--- src/rtl/uart_tx_arbiter_pkg.sv ---
// Shared byte width and FSM state type for the UART transmit arbiter.
package uart_tx_arbiter_pkg;

  localparam int BYTE_LEN = 8;
  localparam int GRANT_W  = 3;

  typedef enum logic [1:0] {
    IDLE      = 2'd0,
    FETCH     = 2'd1,
    WAIT_DONE = 2'd2
  } arb_state_e;

endpackage

--- src/rtl/rr_pick.sv ---
// Combinational round-robin picker: returns the first asserted request strictly
// after index 'last', wrapping from NUM_REQ-1 back to 0.
module rr_pick #(
  parameter int NUM_REQ = 4
) (
  input  logic [NUM_REQ-1:0] req,
  input  logic [2:0]         last,
  output logic               found,
  output logic [2:0]         idx
);

  localparam int IW = $clog2(NUM_REQ);

  logic [3:0] cand;

  // Walk offsets 1..NUM_REQ so 'last' itself is considered only after all others.
  always_comb begin
    found = 1'b0;
    idx   = '0;
    cand  = '0;
    for (int k = 1; k <= NUM_REQ; k++) begin
      cand = {1'b0, last} + 4'(k);
      if (cand >= 4'(NUM_REQ)) cand = cand - 4'(NUM_REQ);
      if (!found && req[cand[IW-1:0]]) begin
        found = 1'b1;
        idx   = cand[2:0];
      end
    end
  end

endmodule

--- src/rtl/uart_tx_arbiter.sv ---
// Packet-level round-robin arbiter feeding one UART transmitter from NUM_REQ byte streams.
// Optional stall watchdog enabled by defining UART_ARB_TIMEOUT_EN (adds timeout_err port).
module uart_tx_arbiter
  import uart_tx_arbiter_pkg::*;
#(
  parameter int NUM_REQ        = 4,
  parameter int TIMEOUT_CYCLES = 65535
) (
  input  logic                        clk,
  input  logic                        reset,
  input  logic [NUM_REQ-1:0]          req_valid,
  input  logic [NUM_REQ*BYTE_LEN-1:0] req_data,
  input  logic [NUM_REQ-1:0]          req_last,
  output logic [NUM_REQ-1:0]          req_ready,
  output logic                        uart_data_ready,
  output logic [BYTE_LEN-1:0]         uart_data,
  input  logic                        uart_done,
  output logic [GRANT_W-1:0]          grant_id,
  output logic                        busy
`ifdef UART_ARB_TIMEOUT_EN
  ,
  output logic                        timeout_err
`endif
);

  if (NUM_REQ < 2 || NUM_REQ > 8 || TIMEOUT_CYCLES < 1) begin : g_bad_cfg
    $error("uart_tx_arbiter: NUM_REQ must be 2..8 and TIMEOUT_CYCLES >= 1");
  end

  arb_state_e           state, state_n;
  logic [GRANT_W-1:0]   grant_n, last_grant, last_grant_n;
  logic [BYTE_LEN-1:0]  hold_n;
  logic                 held_last, held_last_n;
  logic                 udr_n, busy_n;

  logic [NUM_REQ-1:0]   gmask;
  logic                 gvalid, glast;
  logic [BYTE_LEN-1:0]  gdata;
  logic                 pick_found;
  logic [GRANT_W-1:0]   pick_idx;

`ifdef UART_ARB_TIMEOUT_EN
  localparam int TO_W = (TIMEOUT_CYCLES > 1) ? $clog2(TIMEOUT_CYCLES) : 1;
  logic [TO_W-1:0] to_cnt, to_cnt_n;
  logic            terr_n;
`endif

  rr_pick #(.NUM_REQ(NUM_REQ)) u_pick (
    .req   (req_valid),
    .last  (last_grant),
    .found (pick_found),
    .idx   (pick_idx)
  );

  // Owner's lane, selected through a one-hot mask to keep index widths exact.
  assign gmask  = NUM_REQ'(1) << grant_id;
  assign gvalid = |(req_valid & gmask);
  assign glast  = |(req_last & gmask);

  always_comb begin
    gdata = '0;
    for (int i = 0; i < NUM_REQ; i++) begin
      if (gmask[i]) gdata = req_data[i*BYTE_LEN +: BYTE_LEN];
    end
  end

  always_comb begin
    state_n      = state;
    grant_n      = grant_id;
    last_grant_n = last_grant;
    hold_n       = uart_data;
    held_last_n  = held_last;
    udr_n        = uart_data_ready;
    busy_n       = busy;
    req_ready    = '0;
`ifdef UART_ARB_TIMEOUT_EN
    to_cnt_n     = to_cnt;
    terr_n       = 1'b0;
`endif
    case (state)
      IDLE: begin
        if (pick_found) begin
          grant_n = pick_idx;
          busy_n  = 1'b1;
          state_n = FETCH;
        end
      end
      FETCH: begin
        if (gvalid) begin
          req_ready   = gmask;
          hold_n      = gdata;
          held_last_n = glast;
          udr_n       = 1'b1;
          state_n     = WAIT_DONE;
`ifdef UART_ARB_TIMEOUT_EN
          to_cnt_n    = '0;
        end else if (to_cnt == TO_W'(TIMEOUT_CYCLES - 1)) begin
          // Owner went silent mid-packet: give the link to someone else.
          last_grant_n = grant_id;
          busy_n       = 1'b0;
          terr_n       = 1'b1;
          to_cnt_n     = '0;
          state_n      = IDLE;
        end else begin
          to_cnt_n = to_cnt + TO_W'(1);
`endif
        end
      end
      WAIT_DONE: begin
        if (uart_done) begin
          udr_n = 1'b0;
          if (held_last) begin
            last_grant_n = grant_id;
            busy_n       = 1'b0;
            state_n      = IDLE;
          end else begin
            state_n = FETCH;
          end
        end
      end
      default: state_n = IDLE;
    endcase
    // Reset wins over a capture that would otherwise happen this cycle.
    if (reset) req_ready = '0;
  end

  always_ff @(posedge clk) begin
    if (reset) begin
      state           <= IDLE;
      grant_id        <= '0;
      last_grant      <= GRANT_W'(NUM_REQ - 1);
      uart_data       <= '0;
      held_last       <= 1'b0;
      uart_data_ready <= 1'b0;
      busy            <= 1'b0;
`ifdef UART_ARB_TIMEOUT_EN
      to_cnt          <= '0;
      timeout_err     <= 1'b0;
`endif
    end else begin
      state           <= state_n;
      grant_id        <= grant_n;
      last_grant      <= last_grant_n;
      uart_data       <= hold_n;
      held_last       <= held_last_n;
      uart_data_ready <= udr_n;
      busy            <= busy_n;
`ifdef UART_ARB_TIMEOUT_EN
      to_cnt          <= to_cnt_n;
      timeout_err     <= terr_n;
`endif
    end
  end

endmodule
--- config.mk ---
export PLATFORM = sky130hd
export DESIGN_NAME = uart_tx_arbiter
export DESIGN_NICKNAME = d
export VERILOG_FILES = /design/src/rtl/uart_tx_arbiter_pkg.sv /design/src/rtl/rr_pick.sv /design/src/rtl/uart_tx_arbiter.sv
export SDC_FILE = /design/constraint.sdc
export NUM_CORES = 1
export LEC_CHECK = 0
export ABC_AREA = 1
export BUFFER_PORTS_ARGS = -buffer_cell sky130_fd_sc_hd__buf_2
export CORE_ASPECT_RATIO = 0.7
export CORE_MARGIN = 2
export CORE_UTILIZATION = 40
export DETAILED_ROUTE_END_ITERATION = 7
export PLACE_DENSITY = 0.68
export SLEW_MARGIN = 0
export SYNTH_ARGS = -nofsm -noshare
export SYNTH_HDL_FRONTEND = slang
export SYNTH_SLANG_ARGS = --single-unit
--- constraint.sdc ---
create_clock -name clk -period 2.4 [get_ports clk]
set_clock_uncertainty 0.05 [all_clocks]
set_input_delay 0.36 -clock clk [delete_from_list [all_inputs] [get_ports clk]]
set_output_delay 0.36 -clock clk [all_outputs]
set_load 0.05 [all_outputs]
* Word-level counts from Yosys, hierarchy flattened
Cells that the tools add are included.
Operators by class: reduce and logical (&&, ||, !) cells 17, bitwise gates (word level) 2, magnitude comparators 8, equality and inequality tests 6, shift operators 1, add/subtract/negate cells 8, multiplexer cells 39
Operators by type and width (number):
- two-way mux 8 bit | 4
- two-way mux 3 bit | 8
- >= comparator 4 x 3 -> 1 bit, second input constant | 4
- two-way mux 1 bit | 14
- less-than comparator 2 x 3 -> 1 bit, second input constant | 4
- two-way mux 4 bit | 3
- subtractor 3 bit, second input constant | 4
- AND reduction 3 bit | 3
- adder 3 x 2 -> 4 bit, second input constant | 2
- AND 4 bit | 2
- binary-select mux 1 bit (select 2 bit) | 4
- != test 2 bit, second input constant | 4
- OR reduction 4 bit | 2
- two-way mux 2 bit | 3
- case mux 2 bit (3 select lines) | 1
- adder 3 x 1 -> 4 bit, second input constant | 1
- adder 3 x 3 -> 4 bit, second input constant | 1
- case mux 1 bit (2 select lines) | 2
- AND reduction 2 bit | 2
- AND reduction 4 bit | 1
- nonzero test 2 bit | 2
- << shifter 1 x 3 -> 4 bit, first input constant | 1
- logical AND 1 bit | 3
- zero test 1 bit | 3
- 3 further kinds | 3
Word-level totals: output and inout bits 17, bits in registers 19

* Logic depth before layout (Yosys ltp)
Gate-level depths: netlist of the first run.
word-level depth 17, mapped depth 13

* By module
From an unflattened synthesis of the first run, not the netlist that was laid out.
Second synthesis, totals: cells, all modules 242, area total of the unflattened synthesis 1451.4 um^2
By module, submodules not included:
- uart_tx_arbiter | area an instance 1087.3 um^2, cells an instance 177, times used 1
- rr_pick | area an instance 364.1 um^2, cells an instance 65, times used 1

* Worst setup path before layout of the first run
OpenSTA, ideal clock, no wires.
path kind reg-to-output, from register grant_id[1], to output req_ready[1], arrival 2227 ps, cell stages (with the launch flop) 10, setup slack -237 ps, required time 1990 ps, cell sequence dfxtp_1 > buf_4 > nand3_2 > inv_2 > nand2_2 > nand4_4 > nand3_4 > inv_4 > nand2_2 > nor2_1
Between the ends: cells in the longest elaborated chain, start to end 6
Ends and longest elaborated chain:
- from (decl) | line uart_tx_arbiter.sv:18 | output logic [GRANT_W-1:0] grant_id,
- from (signal assigned) | line uart_tx_arbiter.sv:142 | grant_id <= grant_n;
- << shifter 1 x 3 -> 4 bit * | line uart_tx_arbiter.sv:56 | assign gmask = NUM_REQ'(1) << grant_id;
- AND 4 bit | line uart_tx_arbiter.sv:57 | assign gvalid = |(req_valid & gmask);
- OR reduction 4 bit | line uart_tx_arbiter.sv:57
- two-way mux 4 bit * | line uart_tx_arbiter.sv:89 | if (gvalid) begin
- two-way mux 4 bit * | line uart_tx_arbiter.sv:80 | case (state)
- two-way mux 4 bit * | line uart_tx_arbiter.sv:124 | if (reset) req_ready = '0;
- to (decl) | line uart_tx_arbiter.sv:14 | output logic [NUM_REQ-1:0] req_ready,
Mark *: on every way between the ends. The rest lies on a longest branch, timed or not.

* Final worst setup path of the first run
from register grant_id[2], to output req_ready[1]
Same word-level chain as after synthesis.

==> flow_metrics.py, run 1 <==
metrics = {
    "sta": {
        "rsz0062_at_grt": "no",
        "hold_viol": 0,
        "tightest_slew_ps": 315,
        "relSlewSlack": 0.790,
        "setup_viol": 0,
        "tns_ps": 0,
        "post-route-min-period_ps": 2260,
        "final_max_slew_viol_count": 0,
        "fmax_ghz": 0.443,
        "finalCritPeriodShare": 0.941,
    },
    "logic_synthesis": {
        "synth.top_cells.by_area": "dfxtp_1 (26%), nand2_1 (17%), nand3_1 (6.8%)",
        "synth.net_count": 270,
        "synth_edf_count": 0,
        "ys_types": 30,
        "synth_area_leader_cell": "dfxtp_1",
        "ys_ff_latch": 19,
        "syn-instance-count": 225,
        "synthArstFlopShare": 0,
        "synth_top_area_frac": 0.260,
        "yosysWarnings": 0,
        "synth_compound_area_frac": 0.112,
        "seq_area_frac_synth": 0.260,
        "avgSynthCellArea_um2": 6.50,
        "synthXorXnorAreaFrac": 0,
        "syn-cell-area_mm2": 0.00146,
        "synthAdderAreaFrac": 0.0171,
        "ys.flop_type": "dfxtp_1",
        "synth_top_family_by_area": "simple AND/OR/NAND/NOR gates",
        "yosys.area_share.simple": 0.515,
        "muxShareOfSynthArea": 0,
    },
    "global_routing": {
        "grt_overflow": 0,
        "track_usage": 0.204,
        "antenna_found_initial": 0,
        "grt_max_degree": 14,
        "grt_pass1_wl_um": 6500,
        "grt_pass1_vias": 1332,
    },
    "cts": {
        "clock_sinks": 19,
        "cts_buffers": 3,
        "cts_root_buffer": "clkbuf_8",
        "insertion_delay_ps": 260,
        "h-tree-depth": 1,
        "clk_pin_slew_ps": 80,
        "cts_max_path_buffers": 2,
        "cts_tree": "done",
    },
    "detailed_routing": {
        "drt.antenna.violating_nets": 0,
        "vias": 1690,
        "drc_errors": 0,
        "routed_wl_um": 4170,
        "routedWlPerCell_um": 12.2,
        "drt_iter0_drc": 138,
        "viasPerCell": 4.93,
        "firstDrtPassIters": 4,
    },
    "power_and_ir_drop": {
        "power_density_mw_per_mm2": 708,
        "static-leakage-power_nw": 1.00,
        "finalPower_mw": 1.37,
        "max-vdd-ir-drop_v": 0.000382,
    },
    "final_layout": {
        "mostFrequentLayoutCell": "nand2_1",
        "final_cell_mix": "nand2_1 (68), buf_2 (57), nand3_1 (20), inv_1 (18), nor2_1 (18)",
        "finalNonFillerCells": 343,
        "layout.nets": 339,
        "fin_area_mm2": 0.00194,
        "nFillCells": 359,
        "antennaDiodeCount": 0,
        "drive_above_1_share": 0.406,
        "synthToLayoutAreaGrowth_pct": 32.8,
    },
    "placed_design": {
        "gp_congestion": 0.843,
        "dpl.hpwl_um": 3320,
        "io_buffer_count": 59,
        "place_area_mm2": 0.00186,
        "dp.cells": 335,
    },
    "worst_setup_path": {
        "r2r_cells": 12,
        "crit_path_end": "req_ready[1]",
        "crit_top_cell": "nand2_2",
        "crit_type": "flop to output pin",
        "reg2reg_to": "grant_id[2]",
        "r2r_slack_ps": 510,
        "r2r_start": "last_grant[0]",
        "cp.required_ps": 1990,
        "path_max_fanout": 10,
        "cp.arrival_ps": 1850,
        "end_kind": "output pin",
        "path_cells": "inv_2, nand2_4, nor2_8, nand2_2, nand4_4, nand3_4, inv_4, nand2_2, nor2_2, buf_2",
        "crit_start": "grant_id[2]",
        "max_stage_delay_ps": 370,
        "crit_slowest_cell": "dfxtp_2",
        "start_kind": "flop",
    },
    "run_status": {
        "status": "completed",
    },
    "hold_path": {
        "hold_depth": 2,
        "hp-class": "input port to flop",
    },
    "die": {
        "ios": 60,
        "rows": 18,
        "start_util": 0.416,
        "fp.dieH_um": 54.6,
        "core_area_mm2": 0.00351,
        "die_w_um": 76.3,
        "dieArea_mm2": 0.00416,
    },
    "run": {
        "cap_violations": 0,
    },
}
## state kept, by name, indices dropped and copies added, names as in the netlist
signal / flops
uart_data: 8
grant_id: 3
last_grant: 3
state: 2
busy: 1
held_last: 1
uart_data_ready: 1
## logic make-up (layout without fill, tap and decap cells)
logic type                 count (synthesis)  count (layout)
buffers and inverters                     31              99
DFF                                       19              19
and+or+nand+nor                          148             148
adders and majority gates                  2               2
AOI/OAI and AO/OA                         25              25
## final cells by class
class                      count  area, um2  area share
sequential                    19        384       0.198
tap                           50       62.6      0.0322
clock inverter                 1       5.00     0.00258
timing repair buffer          71        394       0.203
clock buffer                   3       41.3      0.0213
multi-input combinational    175        960       0.494
inverter                      24       95.1      0.0490
## power breakdown
group,leakage [nW],switching (mW),total (mW),internal (mW)
logic,0.820,0.484,0.720,0.236
clock network,0.0255,0.118,0.234,0.116
registers,0.157,0.0509,0.421,0.370
## per-stage QoR
| stage | worst slack (ps) | util | hold slack (ps) |
|---|---|---|---|
| finish | 143 | 0.553 | 303 |
| global placement | 309 | 0.528 | 398 |
| detailed placement | 228 | 0.528 | 406 |
| global route | 32.4 | 0.553 | 303 |
| CTS | 12.9 | 0.544 | 296 |
| floorplan | 96.7 | - | 379 |
## worst min-delay path by stage
stage	startpoint	to	slack, ps
floorplan	reset	busy	380
global placement	uart_data_ready	uart_data_ready	400
detailed placement	busy	busy	410
CTS	reset	uart_data_ready	300
global route	reset	last_grant[2]	300
finish	reset	busy	300
## worst max-delay path: cells and delay by family (launching register included)
kind,cells,cell delay (ps)
flip-flops,1,370
AND/OR/NAND/NOR,7,710
buffers and inverters,3,500
## cell usage after synthesis (4+ instances only)
library cell,count
nor2_1,20
a21oi_1,10
nand2_2,6
nor2_2,8
dfxtp_1,19
nand2_1,68
inv_2,4
nand3_1,20
inv_1,18
o21ai_2,8
nand4_1,13
## layer usage
| metal | global-route usage | vias to the layer above | part of all wire |
|---|---|---|---|
| met4 | 0.0636 | 0 | 0.0098 |
| met5 | 0 | - | 0 |
| met3 | 0.0429 | 4 | 0.067 |
| li1 | - | 876 | - |
| met2 | 0.289 | 55 | 0.40 |
| met1 | 0.305 | 755 | 0.52 |
## what timing repair did
| item | CTS | global route |
|---|---|---|
| buffers inserted | 0 | 4 |
| endpoints found under the setup margin | 2 | 4 |
| hold buffers | 0 | 0 |
| pin swaps | 0 | 2 |
| gates resized for setup | 3 | 1 |
Power figures use the tool's default switching activity.
==> inputs of run 2 (changes only) <==
Settings changed: REMOVE_ABC_BUFFERS set to 1.
==> run 2 against run 1 <==
Against the previous run: flip-flop and latch count is the same; wire length shrank 1.5%; maximum frequency shrank 0.62%; cell count shrank 1.2%; non-clock buffer count shrank 4; first-iteration DRC count shrank 33%; via count shrank 3.0%; sequential share of layout area grew 0.23 points; core utilization shrank 1.0 points; critical path type unchanged.
==> flow_metrics.py, run 2 (synthesis results as in run 1) <==
metrics = {
    "power_and_ir_drop": {
        "power.switching_uw": 634,
        "seq_power_share": 0.310,
        "power_frac_clock": 0.171,
        "static-leakage-power_nw": 0.981,
        "max-vdd-ir-drop_v": 0.000414,
        "internal_power_uw": 709,
        "p_comb_frac": 0.520,
        "power_density_mw_per_mm2": 704,
        "swShare": 0.472,
        "finalPower_mw": 1.34,
    },
    "sta": {
        "setup_viol": 0,
        "finalCritPeriodShare": 0.946,
        "tns_ps": 0,
        "holdWs_ps": 315,
        "hold_viol": 0,
        "fin_ws_ps": 129,
        "fmax_ghz": 0.440,
        "final_max_slew_viol_count": 0,
        "relSlewSlack": 0.815,
        "tightest_slew_ps": 277,
        "post-route-min-period_ps": 2270,
    },
    "cts": {
        "clock_sinks": 19,
        "cts_buffers": 3,
        "cts_max_path_buffers": 2,
        "cts_tree": "done",
        "hold_buffers": 0,
        "h-tree-depth": 1,
        "cts_root_buffer": "clkbuf_8",
        "insertion_delay_ps": 260,
        "clk_pin_slew_ps": 70,
    },
    "final_layout": {
        "final_cell_mix": "nand2_1 (68), buf_2 (55), nand3_1 (20), nor2_1 (20)",
        "antennaDiodeCount": 0,
        "layout.nets": 335,
        "largest_reg_flops": 8,
        "largest_register": "uart_data",
        "fin_area_mm2": 0.00191,
        "synthToLayoutAreaGrowth_pct": 30.4,
        "nFillCells": 366,
        "top_regs": "uart_data x8, grant_id x3, last_grant x3",
        "mostFrequentLayoutCell": "nand2_1",
        "drive_above_1_share": 0.384,
    },
    "global_routing": {
        "track_usage": 0.196,
        "grt_pass1_wl_um": 6420,
        "grt_overflow": 0,
        "grt_pass1_vias": 1423,
        "antenna_found_initial": 0,
        "grt_max_degree": 14,
    },
    "detailed_routing": {
        "routedWlPerCell_um": 12.1,
        "drt.antenna.violating_nets": 0,
        "firstDrtPassIters": 4,
        "routed_wl_um": 4110,
        "vias": 1639,
        "viasPerCell": 4.83,
        "drt_iter0_drc": 93,
        "drc_errors": 0,
    },
    "die": {
        "rows": 18,
        "core_area_mm2": 0.00351,
        "start_util": 0.416,
        "dieArea_mm2": 0.00416,
        "die_w_um": 76.3,
        "fp.dieH_um": 54.6,
        "ios": 60,
    },
    "worst_setup_path": {
        "path_max_fanout": 13,
        "crit_type": "flop to output pin",
        "start_kind": "flop",
        "cp.required_ps": 1990,
        "end_kind": "output pin",
        "cp.arrival_ps": 1860,
    },
    "placed_design": {
        "dpl.hpwl_um": 3320,
        "post-place-ws_ps": 321,
        "place_area_mm2": 0.00182,
        "gp_congestion": 0.834,
        "io_buffer_count": 59,
    },
    "hold_path": {
        "hp-class": "input port to flop",
    },
    "run": {
        "cap_violations": 0,
    },
    "run_status": {
        "status": "completed",
    },
}
==> run 2: cell types whose count changed in the layout (fill, tap and decap cells not counted) <==
cell and change:
buf_4 -4, buf_2 -2, buf_6 +2, dfxtp_1 +2, dfxtp_2 -2, nor2_1 +2
nor2_2 -2, nor3_2 +2, nor3_4 -2, inv_2 -1, inv_4 +1
==> run 2: critical path, stage by stage (launching register included) <==
cell and delay, ps:
dfxtp_1 450, buf_6 210, nand3_1 160, nand4_4 160
nand3_4 80, inv_4 130, nand2_2 90, nor3_2 140
buf_6 180
==> run 2: through the flow <==
stage / cells / utilization
after floorplan: 218 / -
after global placement: 333 / 0.518
after detailed placement: 333 / 0.518
after CTS: 337 / 0.531
after global routing: 339 / 0.543
final: 339 / 0.543
==> run 2: layout make-up <==
cell class                 instances  area [um2]  area share
timing repair buffer              67         377       0.198
clock inverter                     1        5.00     0.00262
sequential                        19         382       0.200
clock buffer                       3        41.3      0.0217
multi-input combinational        175         942       0.494
tap                               50        62.6      0.0328
inverter                          24        97.6      0.0512
==> run 2: path summary, 6_finish.rpt <==
check | start | endpoint | slack (ps) | cells after the start
worst max-delay path | grant_id[1] | req_ready[2] | 130 | 8
worst min-delay path | reset | busy | 320 | 2
worst max register to register | last_grant[0] | grant_id[2] | 480 | 12
worst min register to register | busy | busy | 420 | 2
==> run 2: timing repair <==
action,CTS,global route
gates resized for setup,0,13
endpoints found under the setup margin,0,4
setup buffers,0,2
==> run 2: power by group through the flow <==
stage	clock [mW]	sequential [mW]	combinational, mW
2_1_floorplan	0	0.574	0.340
3_3_place_gp	0	0.418	0.669
3_5_place_dp	0	0.421	0.670
4_1_cts	0.235	0.414	0.673
5_1_grt	0.248	0.424	0.757
6_report	0.229	0.416	0.697
==> run 2: layer usage <==
layer / vias to the layer above / global-route usage / wire length, um
li1: 865 / - / -
met1: 722 / 0.294 / 2260
met2: 49 / 0.279 / 1630
met3: 3 / 0.0495 / 207
met4: 0 / 0.0394 / 10
met5: - / 0 / 0
==> inputs of run 3 (changes only) <==
Settings changed: SETUP_SLACK_MARGIN set to 0.5.
Clock period 2.4 ns to 2.5 ns, I/O delays scaled along.
==> run 3 against run 2 <==
Against the previous run: combinational power rose by 6.3%; non-clock buffer count rose by 9; via count rose by 7.4%; cell count rose by 2.7%; die area did not move; critical endpoint is now req_ready[0]; largest cell class unchanged.
==> flow_metrics.py, run 3 (synthesis results as in run 1) <==
metrics = {
    "run_status": {
        "status": "completed",
    },
    "sta": {
        "rsz0062_at_grt": "yes",
        "tightest_slew_ps": 258,
        "hold_viol": 0,
        "finalCritPeriodShare": 0.828,
        "holdWs_ps": 329,
        "fmax_ghz": 0.483,
        "setup_viol": 0,
        "relSlewSlack": 0.827,
        "final_max_slew_viol_count": 0,
        "tns_ps": 0,
        "post-route-min-period_ps": 2070,
    },
    "power_and_ir_drop": {
        "static-leakage-power_nw": 1.04,
        "power.switching_uw": 640,
        "p_comb_frac": 0.544,
        "swShare": 0.470,
        "power_frac_clock": 0.157,
        "internal_power_uw": 721,
        "finalPower_mw": 1.36,
        "seq_power_share": 0.298,
        "max-vdd-ir-drop_v": 0.000364,
        "power_density_mw_per_mm2": 664,
    },
    "final_layout": {
        "drive_above_1_share": 0.430,
        "synthToLayoutAreaGrowth_pct": 40.2,
        "fin_area_mm2": 0.00205,
        "largest_register": "uart_data",
        "top_regs": "uart_data x8, grant_id x3, last_grant x3",
        "antennaDiodeCount": 0,
        "largest_reg_flops": 8,
        "mostFrequentLayoutCell": "nand2_1",
        "layout.nets": 344,
        "final_cell_mix": "nand2_1 (66), buf_2 (55), nand3_1 (20), nor2_1 (18), inv_1 (17)",
    },
    "worst_setup_path": {
        "r2r_slack_ps": 770,
        "reg2reg_to": "grant_id[2]",
        "crit_path_end": "req_ready[0]",
        "crit_start": "grant_id[0]",
        "start_kind": "flop",
        "r2r_cells": 12,
        "cp.arrival_ps": 1650,
        "path_cells": "buf_6, nand3_4, inv_4, nand2_2, nand4_4, nand3_4, clkinv_4, nand2_4, nor3_2, buf_6",
        "crit_slowest_cell": "dfxtp_4",
        "cp.required_ps": 2080,
        "path_max_fanout": 4,
        "crit_type": "flop to output pin",
        "end_kind": "output pin",
        "r2r_start": "last_grant[0]",
        "max_stage_delay_ps": 390,
    },
    "detailed_routing": {
        "routed_wl_um": 4460,
        "viasPerCell": 5.06,
        "drt.antenna.violating_nets": 0,
        "vias": 1760,
        "drc_errors": 0,
        "drt_iter0_drc": 154,
        "firstDrtPassIters": 5,
        "routedWlPerCell_um": 12.8,
    },
    "global_routing": {
        "grt_pass1_wl_um": 6880,
        "grt_max_degree": 14,
        "grt_pass1_vias": 1441,
        "track_usage": 0.211,
        "grt_overflow": 0,
        "antenna_found_initial": 0,
    },
    "cts": {
        "cts_buffers": 3,
        "cts_max_path_buffers": 2,
        "insertion_delay_ps": 260,
        "clock_sinks": 19,
        "cts_tree": "done",
        "cts_root_buffer": "clkbuf_8",
        "clk_pin_slew_ps": 70,
        "h-tree-depth": 1,
    },
    "run": {
        "cap_violations": 0,
    },
    "hold_path": {
        "hp-class": "input port to flop",
    },
    "die": {
        "ios": 60,
        "rows": 18,
        "die_w_um": 76.3,
        "dieArea_mm2": 0.00416,
        "core_area_mm2": 0.00351,
        "fp.dieH_um": 54.6,
        "start_util": 0.416,
    },
    "placed_design": {
        "io_buffer_count": 59,
        "dpl.hpwl_um": 3170,
        "gp_congestion": 0.827,
        "place_area_mm2": 0.00182,
    },
}
## run 3: final cells by class
cell class,instances,area (um2)
fillers,332,1460
multi-input cells,175,990
repair buffers,76,455
flip-flops and latches,19,389
inverters,24,108
well taps,50,62.6
clock buffers,3,41.3
clock inverters,1,5.00
## run 3: worst min-delay path by stage
stage	startpoint	endpoint	slack (ps)	depth (start not counted)
2_1_floorplan	reset	busy	390	1
3_3_place_gp	uart_data_ready	uart_data_ready	400	2
3_5_place_dp	uart_data_ready	uart_data_ready	410	2
4_1_cts	reset	uart_data_ready	320	2
5_1_grt	reset	state[1]	340	2
6_report	reset	uart_data_ready	330	2
## run 3: power groups by stage
stage	combinational, mW	sequential, mW	clock (mW)
2_1_floorplan	0.326	0.551	0
3_3_place_gp	0.642	0.402	0
3_5_place_dp	0.642	0.403	0
4_1_cts	0.703	0.406	0.223
5_1_grt	0.799	0.414	0.235
6_report	0.741	0.406	0.214
## run 3: worst max-delay path: cells and delay by family, from the launching register on
family        cells  cell delay [ps]
simple gates      6              560
buf+inv           4              440
flops             1              390
## run 3: routing by layer
metal | share of wire | up-vias | GRT usage
met5 | 0 | - | 0
met4 | 0.015 | 0 | 0.0606
met3 | 0.059 | 12 | 0.0446
met2 | 0.43 | 75 | 0.289
met1 | 0.50 | 789 | 0.325
li1 | - | 884 | -
## run 3: through the flow
stage                util  setup slack (ps)  instances
floorplan               -              -504        218
global placement    0.518               469        333
detailed placement  0.518               412        333
CTS                 0.568               440        346
global route        0.584               364        348
finish              0.584               430        348
## run 3: what timing repair did
action,in CTS,in global routing
resized for setup,20,11
endpoints found under the setup margin,4,7
pin swaps,6,4
buffers inserted,9,2
cloned,0,0
hold buffers,0,0
